==> src/rtl/counter_seq_monitor_pkg.sv <==
// Shared constants and types for the counter sequence monitor.
// Counter limits, event codes and the event record layout.
package counter_seq_monitor_pkg;

  localparam logic [3:0] CNT1_MAX = 4'd11;
  localparam logic [3:0] CNT2_MAX = 4'd14;
  localparam int EVT_DEPTH = 4;
  localparam int EVT_W = 10;

  typedef enum logic [1:0] {
    EVT_NONE  = 2'b00,
    EVT_WRAP1 = 2'b01,
    EVT_FRAME = 2'b10,
    EVT_ERR   = 2'b11
  } evt_type_e;

  typedef struct packed {
    evt_type_e  kind;
    logic [3:0] c2;
    logic [3:0] c1;
  } evt_t;

  // Modular increment of a counter that wraps after max.
  function automatic logic [3:0] inc_mod(
    input logic [3:0] v,
    input logic [3:0] max
  );
    return (v == max) ? 4'd0 : v + 4'd1;
  endfunction

endpackage

==> src/rtl/counter_seq_monitor_fifo.sv <==
// Event queue: small in-order FIFO with head shown from storage.
// A push into a full queue is kept only when a pop frees a slot.
module evt_fifo #(
  parameter int W     = 10,
  parameter int DEPTH = 4
) (
  input  logic         clk,
  input  logic         rst,
  input  logic         push,
  input  logic [W-1:0] din,
  input  logic         pop,
  output logic [W-1:0] dout,
  output logic         full,
  output logic         empty,
  output logic         drop
);

  localparam int AW = (DEPTH > 1) ? $clog2(DEPTH) : 1;
  localparam logic [AW-1:0] LAST = AW'(DEPTH - 1);
  localparam logic [AW:0] FULL_CNT = (AW + 1)'(DEPTH);

  logic [W-1:0] mem [DEPTH];
  logic [AW-1:0] wr_ptr;
  logic [AW-1:0] rd_ptr;
  logic [AW:0] count;
  logic do_pop;
  logic do_push;

  function automatic logic [AW-1:0] nxt(
    input logic [AW-1:0] p
  );
    return (p == LAST) ? '0 : p + 1'b1;
  endfunction

  // Handshake qualification: pops need data, pushes need room.
  always_comb begin
    do_pop  = pop && !empty;
    do_push = push && (!full || do_pop);
    drop    = push && !do_push;
  end

  // Storage write; contents need no reset as head is qualified.
  always_ff @(posedge clk) begin
    if (do_push) mem[wr_ptr] <= din;
  end

  // Pointer and occupancy bookkeeping.
  always_ff @(posedge clk or posedge rst) begin
    if (rst) begin
      wr_ptr <= '0;
      rd_ptr <= '0;
      count  <= '0;
    end else begin
      if (do_push) wr_ptr <= nxt(wr_ptr);
      if (do_pop) rd_ptr <= nxt(rd_ptr);
      unique case ({do_push, do_pop})
        2'b10:   count <= count + 1'b1;
        2'b01:   count <= count - 1'b1;
        default: count <= count;
      endcase
    end
  end

  // Status and head view.
  always_comb begin
    full  = (count == FULL_CNT);
    empty = (count == '0);
    dout  = mem[rd_ptr];
  end

endmodule

==> src/rtl/counter_seq_monitor.sv <==
// Checks a mod-12 / mod-15 counter pair for sequence breaks and
// queues WRAP1, FRAME and ERR events for a downstream consumer.
module counter_seq_monitor
  import counter_seq_monitor_pkg::*;
(
  input  logic             clk,
  input  logic             rst,
  input  logic [3:0]       cnt1,
  input  logic [3:0]       cnt2,
  input  logic             evt_ready,
  output logic             evt_valid,
  output logic [EVT_W-1:0] evt_data,
  output logic [7:0]       frame_cnt,
  output logic             err,
  output logic             overflow,
  output logic             fifo_full
);

  logic [3:0] prev1;
  logic [3:0] prev2;
  logic primed;
  logic [3:0] exp1;
  logic [3:0] exp2;
  logic wrap1;
  logic frame;
  logic mismatch;
  logic is_err;
  logic is_frame;
  logic is_wrap;
  evt_type_e kind;
  evt_t ev;
  logic push;
  logic empty;
  logic full;
  logic drop;
  logic [EVT_W-1:0] head;

  // Previous sample capture; the first edge after reset only primes.
  always_ff @(posedge clk or posedge rst) begin
    if (rst) begin
      prev1  <= '0;
      prev2  <= '0;
      primed <= 1'b0;
    end else begin
      prev1  <= cnt1;
      prev2  <= cnt2;
      primed <= 1'b1;
    end
  end

  // Expected successor of the previous sample and the checks on it.
  always_comb begin
    wrap1    = (prev1 == CNT1_MAX);
    frame    = wrap1 && (prev2 == CNT2_MAX);
    exp1     = inc_mod(prev1, CNT1_MAX);
    exp2     = wrap1 ? inc_mod(prev2, CNT2_MAX) : prev2;
    mismatch = (cnt1 != exp1) || (cnt2 != exp2);
    is_err   = primed && mismatch;
    is_frame = primed && !mismatch && frame;
    is_wrap  = primed && !mismatch && wrap1 && !frame;
  end

  // One event per cycle, ERR over FRAME over WRAP1.
  always_comb begin
    kind = EVT_NONE;
    unique case (1'b1)
      is_err:   kind = EVT_ERR;
      is_frame: kind = EVT_FRAME;
      is_wrap:  kind = EVT_WRAP1;
      default:  kind = EVT_NONE;
    endcase
    push = (kind != EVT_NONE);
    ev   = '{kind: kind, c2: cnt2, c1: cnt1};
  end

  evt_fifo #(
    .W     (EVT_W),
    .DEPTH (EVT_DEPTH)
  ) u_fifo (
    .clk   (clk),
    .rst   (rst),
    .push  (push),
    .din   (ev),
    .pop   (evt_ready),
    .dout  (head),
    .full  (full),
    .empty (empty),
    .drop  (drop)
  );

  // Sticky flags and the frame counter, which counts dropped frames too.
  always_ff @(posedge clk or posedge rst) begin
    if (rst) begin
      err       <= 1'b0;
      overflow  <= 1'b0;
      frame_cnt <= '0;
    end else begin
      if (is_err) err <= 1'b1;
      if (drop) overflow <= 1'b1;
      if (is_frame) frame_cnt <= frame_cnt + 8'd1;
    end
  end

  // Downstream view; data reads zero whenever nothing is queued.
  always_comb begin
    evt_valid = !empty;
    evt_data  = evt_valid ? head : '0;
    fifo_full = full;
  end

endmodule

==> config.mk <==
export PLATFORM = sky130hd
export DESIGN_NAME = counter_seq_monitor
export DESIGN_NICKNAME = d
export VERILOG_FILES = /design/src/rtl/counter_seq_monitor_pkg.sv /design/src/rtl/counter_seq_monitor_fifo.sv /design/src/rtl/counter_seq_monitor.sv
export SDC_FILE = /design/constraint.sdc
export NUM_CORES = 1
export LEC_CHECK = 0
export CAP_MARGIN = 20
export CORE_AREA = 2 2 91 93
export CTS_BUF_LIST = sky130_fd_sc_hd__clkbuf_4 sky130_fd_sc_hd__clkbuf_8 sky130_fd_sc_hd__clkbuf_16
export DETAILED_ROUTE_END_ITERATION = 10
export DIE_AREA = 0 0 93 95
export PLACE_DENSITY = 0.61
export SLEW_MARGIN = 10
export SYNTH_ARGS = -nofsm -noshare
export SYNTH_HDL_FRONTEND = slang
export SYNTH_HIERARCHICAL = 1
export SYNTH_SLANG_ARGS = --single-unit
==> constraint.sdc <==
create_clock -name clk -period 6.8 [get_ports clk]
set_input_delay 1.36 -clock clk [delete_from_list [all_inputs] [get_ports clk]]
set_output_delay 1.36 -clock clk [all_outputs]
set_load 0.02 [all_outputs]
==> results.toml, run 1 <==
[outcome]
outcome = "finished clean"

[sta]
setup_viol = 0
timing.final.crit_period_ns = 4.24
final_max_tran_viols = 0
tightestPinTransition_ns = 0.753
clock_skew_ns = 0.00869
rsz_0062_raised_after_global_routing = "false"
hold_viol = 0
min_period_over_period = 0.624
max_slew_margin = 0.497
clock.fmax_ghz = 0.236
setup_tns_final_ns = 0

[power]
power.ir.vdd_worst_mv = 0.127
pwr_density_cell_nw_per_um2 = 358
total_power_mw = 1.31
power.static_leakage_nw = 1.44

[critical_path]
crit_path_start_kind = "primary input"
path_class = "primary input to flop"
critPathMaxFanout = 10
critical_path_required_ns = 7.06
cp-end-kind = "flop"
critical_path_arrival_ns = 4.50

[synthesis]
synth_area_sq_um = 3060
netlist.top_cell.by_area = "sky130_fd_sc_hd__edfxtp_1"
number_of_enable_flip_flop_cells_after_synthesis = 40
synth.yosys.warnings = 6
syn_nets = 226
post_synth_xor_area_fraction = 0.0430
yosys.cell_types.count = 49
yosys.area_share.simple = 0.131
synthTopCellsByArea = "sky130_fd_sc_hd__edfxtp_1, sky130_fd_sc_hd__dfrtp_1, sky130_fd_sc_hd__mux4_2"
synthesized_area_fraction_occupied_by_adder_cells = 0.0393
synth_area_per_cell_sq_um = 14.8
synth-compound-area-share = 0.0446
muxShareOfSynthArea = 0.108
gate_count_after_technology_mapping = 206
synth_top_flop_cell = "sky130_fd_sc_hd__edfxtp_1"
asyncSetResetFlopFracSynth = 0.394
post-synth-top-area-fraction = 0.393
ys_seq_elements = 66
dominant_combinational_cell_family_by_area_after_synthesis = "simple AND/OR/NAND/NOR gates"
synth.yosys.seq_area_share = 0.606

[drt]
final_antenna_net_count = 0
vias = 1718
drt-total-wl_mm = 5.39
route.detailed.vias_per_inst = 4.84
detail_route.drc_violations = 0
initialDrtViolationCount = 117
routedWlPerCell_microns = 15.2
first_pass_iteration_count_of_the_detailed_router = 4

[grt]
gr-total-overflow = 0
first_pass_grt_wire_length_mm = 8.89
grt_pass1_vias = 1750
number_of_antenna_violations_at_the_first_check_in_global_routing = 0
grt_start_max_net_pins = 20
globalRouteTotalUtil = 0.137

[final_layout]
area.growth.synth_to_final_pct = 19.8
drive_gt1_frac = 0.196
fillCellCount = 734
mostFrequentLayoutCell = "sky130_fd_sc_hd__edfxtp_1"
layout_common_cells = "sky130_fd_sc_hd__edfxtp_1, sky130_fd_sc_hd__clkdlybuf4s50_1, sky130_fd_sc_hd__dfrtp_1"
fin_nets = 265
layout.core_utilization = 0.462
area_of_all_placed_cells_without_fillers_sq_um = 3660
insertedDiodeCount = 0

[clock_network]
clock_path_buffers = 2
cts-buffers-inserted = 9
cell_chosen_for_the_clock_root = "sky130_fd_sc_hd__clkbuf_8"
worst_skew_pair.late_latency_ns = 0.34
clk_pin_slew_ns = 0.07
postCtsResizedCells = 0
clock_tree_from_tritoncts = "yes"
htree_levels = 3
clock_sinks = 66
cts.hold.buffers_added = 0
post-cts-setup-buffers = 0

[die]
cell_row_count = 33
die_width_microns = 93
core_region_area_sq_um = 7930
floorplan.die_area_sq_um = 8840
io-pin-count = 33
floorplan.initialDensity = 0.386
dieHeight_microns = 95

[worst_hold_path]
worstHoldPathType = "flop to flop"

[place]
dpl_cell_area_sq_um = 3490
place_congestion = 0.744
io_buffers = 32
place.detailed.hpwl_mm = 3.63

[job]
maxCapViolCount = 0
-- cell usage after synthesis, types with 2 or more instances --
master	instances
sky130_fd_sc_hd__nor3_1	4
sky130_fd_sc_hd__dfrtp_1	26
sky130_fd_sc_hd__a21oi_1	3
sky130_fd_sc_hd__nor2_1	8
sky130_fd_sc_hd__and2_2	4
sky130_fd_sc_hd__mux2_4	2
sky130_fd_sc_hd__a221oi_1	2
sky130_fd_sc_hd__mux4_2	10
sky130_fd_sc_hd__nand2b_1	5
sky130_fd_sc_hd__inv_1	14
sky130_fd_sc_hd__xor2_1	13
sky130_fd_sc_hd__nor2b_1	10
sky130_fd_sc_hd__nand3_1	4
sky130_fd_sc_hd__nor3b_1	2
sky130_fd_sc_hd__or3_1	2
sky130_fd_sc_hd__mux2_2	5
sky130_fd_sc_hd__clkbuf_1	2
sky130_fd_sc_hd__xnor2_1	2
sky130_fd_sc_hd__and4b_2	2
sky130_fd_sc_hd__edfxtp_1	40
sky130_fd_sc_hd__ha_1	8
sky130_fd_sc_hd__mux2i_1	2
sky130_fd_sc_hd__o21a_1	2
sky130_fd_sc_hd__nand2_1	8
sky130_fd_sc_hd__buf_2	2
-- worst max-delay path: stages --
cell and delay (ns):
sky130_fd_sc_hd__clkdlybuf4s50_1 0.57, sky130_fd_sc_hd__and2b_1 0.25, sky130_fd_sc_hd__a221oi_1 0.21, sky130_fd_sc_hd__o221ai_1 0.16
sky130_fd_sc_hd__a21oi_1 0.33, sky130_fd_sc_hd__nand3_1 0.19, sky130_fd_sc_hd__o21a_1 0.23, sky130_fd_sc_hd__o21a_4 0.14
sky130_fd_sc_hd__inv_1 0.06, sky130_fd_sc_hd__ha_1 0.16, sky130_fd_sc_hd__inv_1 0.06, sky130_fd_sc_hd__fa_1 0.37
sky130_fd_sc_hd__xor2_1 0.15, sky130_fd_sc_hd__nor2_1 0.11, sky130_fd_sc_hd__xor2_1 0.16
-- final timing paths --
kind | startpoint | cells past startpoint | slack (ns) | to
max | cnt1[3] | 15 | 2.56 | u_fifo/count[2]$_DFFE_PP0P_
min | overflow$_DFFE_PP0P_ | 1 | 0.47 | overflow$_DFFE_PP0P_
max reg2reg | prev1[0]$_DFF_PP0_ | 15 | 3.46 | u_fifo/count[2]$_DFFE_PP0P_
min reg2reg | overflow$_DFFE_PP0P_ | 1 | 0.47 | overflow$_DFFE_PP0P_
max in group asynchronous | rst | 2 | 4.85 | prev2[3]$_DFF_PP0_
min in group asynchronous | rst | 2 | 1.28 | u_fifo/wr_ptr[1]$_DFFE_PP0P_
-- layer usage --
metal,track usage,up-vias,part of all wire
li1,-,831,-
met1,0.181,844,0.48
met2,0.210,36,0.47
met3,0.0359,7,0.046
met4,0.0662,0,0.012
met5,0,-,0
-- registers in the layout, indices dropped and copies added, names as in the netlist --
name and count:
u_fifo/mem 40, frame_cnt 8, prev1 4, prev2 4, u_fifo/count 3, u_fifo/rd_ptr 2, u_fifo/wr_ptr 2, err 1
overflow 1, primed 1
-- final cells by class --
class / count / area (sq um) / area share
Sequential cell: 66 / 1850 / 0.506
Multi-Input combinational cell: 121 / 1120 / 0.307
Timing Repair Buffer: 33 / 328 / 0.0895
Clock buffer: 10 / 131 / 0.0359
Tap cell: 105 / 131 / 0.0359
Inverter: 14 / 52.6 / 0.0144
Clock inverter: 6 / 42.5 / 0.0116
-- where the power goes --
group / internal (mW) / switching [mW]
Combinational: 0.246 / 0.206
Sequential: 0.505 / 0.0632
Clock: 0.137 / 0.153
Total: 0.888 / 0.423
-- through the flow --
stage | worst slack [ns] | cells | hold WS [ns]
floorplan | 3.12 | 206 | 0.456
global placement | 2.27 | 339 | 0.454
detailed placement | 2.20 | 339 | 0.457
CTS | 2.55 | 355 | 0.478
global route | 2.33 | 355 | 0.492
finish | 2.56 | 355 | 0.471
-- kinds of logic (layout without fill, tap and decap cells) --
kind of cell,Yosys count,after routing
AO/OA/AOI/OAI,17,17
buffers and inverters,19,63
flip-flops,66,66
multiplexers,19,19
other,1,1
adder cells (fa/ha/maj),9,9
AND/OR/NAND/NOR,60,60
XOR/XNOR,15,15
No activity file was read; power rests on OpenSTA's default activity.
==> inputs of run 2 (changes only) <==
--- a/config.mk
+++ b/config.mk
@@ -10,7 +10,7 @@
 export CTS_BUF_LIST = sky130_fd_sc_hd__clkbuf_4 sky130_fd_sc_hd__clkbuf_8 sky130_fd_sc_hd__clkbuf_16
 export DETAILED_ROUTE_END_ITERATION = 10
 export DIE_AREA = 0 0 93 95
-export PLACE_DENSITY = 0.61
+export PLACE_DENSITY = 0.63
 export SLEW_MARGIN = 10
 export SYNTH_ARGS = -nofsm -noshare
 export SYNTH_HDL_FRONTEND = slang
==> constraint.sdc (replaced) <==
create_clock -name clk -period 3.9 [get_ports clk]
set_input_delay 0.78 -clock clk [delete_from_list [all_inputs] [get_ports clk]]
set_output_delay 0.78 -clock clk [all_outputs]
set_load 0.02 [all_outputs]
==> run 2 against run 1 <==
  * Routed wire length rose by 3.6%
  * Combinational power rose by 77%
  * Critical path depth unchanged
  * Via count rose by 2.1%
  * Critical path type unchanged
==> results.toml, run 2 (synthesis results as in run 1) <==
[final_layout]
regMostFlops = "u_fifo/mem"
fin_nets = 271
largest_reg_flops = 40
drive_gt1_frac = 0.211
mostFrequentLayoutCell = "sky130_fd_sc_hd__edfxtp_1"
fillCellCount = 719
seq_area_sq_um = 1850
layout_common_cells = "sky130_fd_sc_hd__edfxtp_1, sky130_fd_sc_hd__clkdlybuf4s50_1, sky130_fd_sc_hd__dfrtp_1"
multi_input_comb_area_sq_um = 1120
top_regs = "u_fifo/mem x40, frame_cnt x8"
insertedDiodeCount = 0
area.growth.synth_to_final_pct = 22.7
layout.core_utilization = 0.473

[sta]
min_period_over_period = 0.909
timing.final.crit_period_ns = 3.54
setup_tns_final_ns = 0
rsz_0062_raised_after_global_routing = "false"
final_max_tran_viols = 0
setup_viol = 0
fin_worst_hold_slack_ns = 0.469
clock_skew_ns = 0.00980
hold_viol = 0
tightestPinTransition_ns = 0.770
clock.fmax_ghz = 0.282
max_slew_margin = 0.486

[place]
io_buffers = 32
place_congestion = 0.727
place.detailed.hpwl_mm = 3.77

[drt]
routedWlPerCell_microns = 15.5
initialDrtViolationCount = 123
route.detailed.vias_per_inst = 4.86
drt-total-wl_mm = 5.58
vias = 1754
first_pass_iteration_count_of_the_detailed_router = 4
detail_route.drc_violations = 0
final_antenna_net_count = 0

[worst_hold_path]
hp-start = "frame_cnt[7]$_DFFE_PP0P_"
min_path_cells = 1
worstHoldPathType = "flop to flop"
hold_path_end = "frame_cnt[7]$_DFFE_PP0P_"

[power]
power.static_leakage_nw = 1.49
total_power_mw = 2.43
power.ir.vdd_worst_mv = 0.216
pwr_density_cell_nw_per_um2 = 647

[clock_network]
worst_skew_pair.late_latency_ns = 0.35
clk_pin_slew_ns = 0.08
cts.hold.buffers_added = 0
cts-buffers-inserted = 9
clock_tree_from_tritoncts = "yes"
clock_sinks = 66
htree_levels = 3
postCtsResizedCells = 0
clock_path_buffers = 2
cell_chosen_for_the_clock_root = "sky130_fd_sc_hd__clkbuf_8"
post-cts-setup-buffers = 0

[critical_path]
critical-path-slowest-cell = "sky130_fd_sc_hd__clkdlybuf4s50_1"
critical_path_arrival_ns = 3.81
worst-r2r-setup-slack_ns = 0.73
cp-end-kind = "flop"
cp_cell_sequence = "clkdlybuf4s50_1 -> and2b_1 -> a221oi_1 -> o221ai_1 -> a21oi_1 -> nand3_1 -> o21a_1 -> o21a_4 -> inv_1 -> ha_1 -> inv_1 -> fa_1 -> xor2_1 -> nor2_1 -> xor2_1"
timing.rr.start = "prev1[0]$_DFF_PP0_"
cpPeakStageDelay_ns = 0.58
critical_path_required_ns = 4.16
worst-r2r-cell-count = 15
critPathMaxFanout = 10
path_class = "primary input to flop"
r2r-end = "u_fifo/count[2]$_DFFE_PP0P_"
crit_path_start_kind = "primary input"

[grt]
grt_pass1_vias = 1787
number_of_antenna_violations_at_the_first_check_in_global_routing = 0
grt_start_max_net_pins = 20
gr-total-overflow = 0
globalRouteTotalUtil = 0.146
first_pass_grt_wire_length_mm = 9.39

[die]
floorplan.die_area_sq_um = 8840
dieHeight_microns = 95
cell_row_count = 33
io-pin-count = 33
die_width_microns = 93
core_region_area_sq_um = 7930
floorplan.initialDensity = 0.386

[job]
maxCapViolCount = 0

[outcome]
outcome = "finished clean"
==> run 2: changes by cell type in the layout (fill, tap and decap cells not counted) <==
cell	previous run	this run
sky130_fd_sc_hd__inv_6	1	0
sky130_fd_sc_hd__buf_4	1	7
sky130_fd_sc_hd__clkinv_1	0	1
sky130_fd_sc_hd__clkinvlp_4	2	1
sky130_fd_sc_hd__clkbuf_4	1	2
sky130_fd_sc_hd__clkinv_2	2	0
sky130_fd_sc_hd__bufinv_16	0	2
==> run 2: stage by stage <==
step	instance area [sq um]	worst slack [ns]	instances
final	3750	0.356	361
after global routing	3750	0.142	361
after floorplan	3060	0.801	206
after global placement	3530	0.0754	345
after CTS	3750	0.351	361
after detailed placement	3530	-0.0173	345
==> run 2: final cells by class <==
| type | count | share of cell area |
|---|---|---|
| multi-input combinational | 121 | 0.300 |
| timing repair buffer | 39 | 0.0994 |
| clock buffer | 11 | 0.0370 |
| tap | 105 | 0.0350 |
| clock inverter | 5 | 0.0213 |
| inverter | 14 | 0.0140 |
| sequential | 66 | 0.494 |
==> run 2: worst max path at each step <==
stage	slack, ns	cells past startpoint	from	endpoint
2_1_floorplan	0.80	14	cnt1[2]	u_fifo/count[2]$_DFFE_PP0P_
3_5_place_dp	-0.02	15	cnt1[3]	u_fifo/count[2]$_DFFE_PP0P_
5_1_grt	0.14	15	cnt1[3]	u_fifo/count[2]$_DFFE_PP0P_
6_report	0.36	15	cnt1[3]	u_fifo/count[2]$_DFFE_PP0P_
4_1_cts	0.35	15	cnt1[3]	u_fifo/count[2]$_DFFE_PP0P_
3_3_place_gp	0.08	15	cnt1[3]	u_fifo/count[2]$_DFFE_PP0P_
==> run 2: power breakdown <==
part	total (mW)	switching (mW)	internal, mW
registers	0.992	0.112	0.881
clock network	0.634	0.261	0.373
logic	0.801	0.366	0.435
total	2.43	0.738	1.69
==> run 2: worst max-delay path: cells and delay by family <==
kind / cells / cell delay [ns]
adder cells (fa/ha/maj): 2 / 0.53
AO/OA/AOI/OAI: 5 / 0.97
XOR/XNOR: 2 / 0.30
buffers and inverters: 3 / 0.69
AND/OR/NAND/NOR: 3 / 0.55
==> run 2: metal layers <==
| metal | global-route usage | vias up | wire length (microns) |
|---|---|---|---|
| li1 | - | 840 | - |
| met5 | 0 | - | 0 |
| met4 | 0.0772 | 0 | 132 |
| met2 | 0.220 | 34 | 2590 |
| met1 | 0.195 | 867 | 2650 |
| met3 | 0.0359 | 13 | 211 |
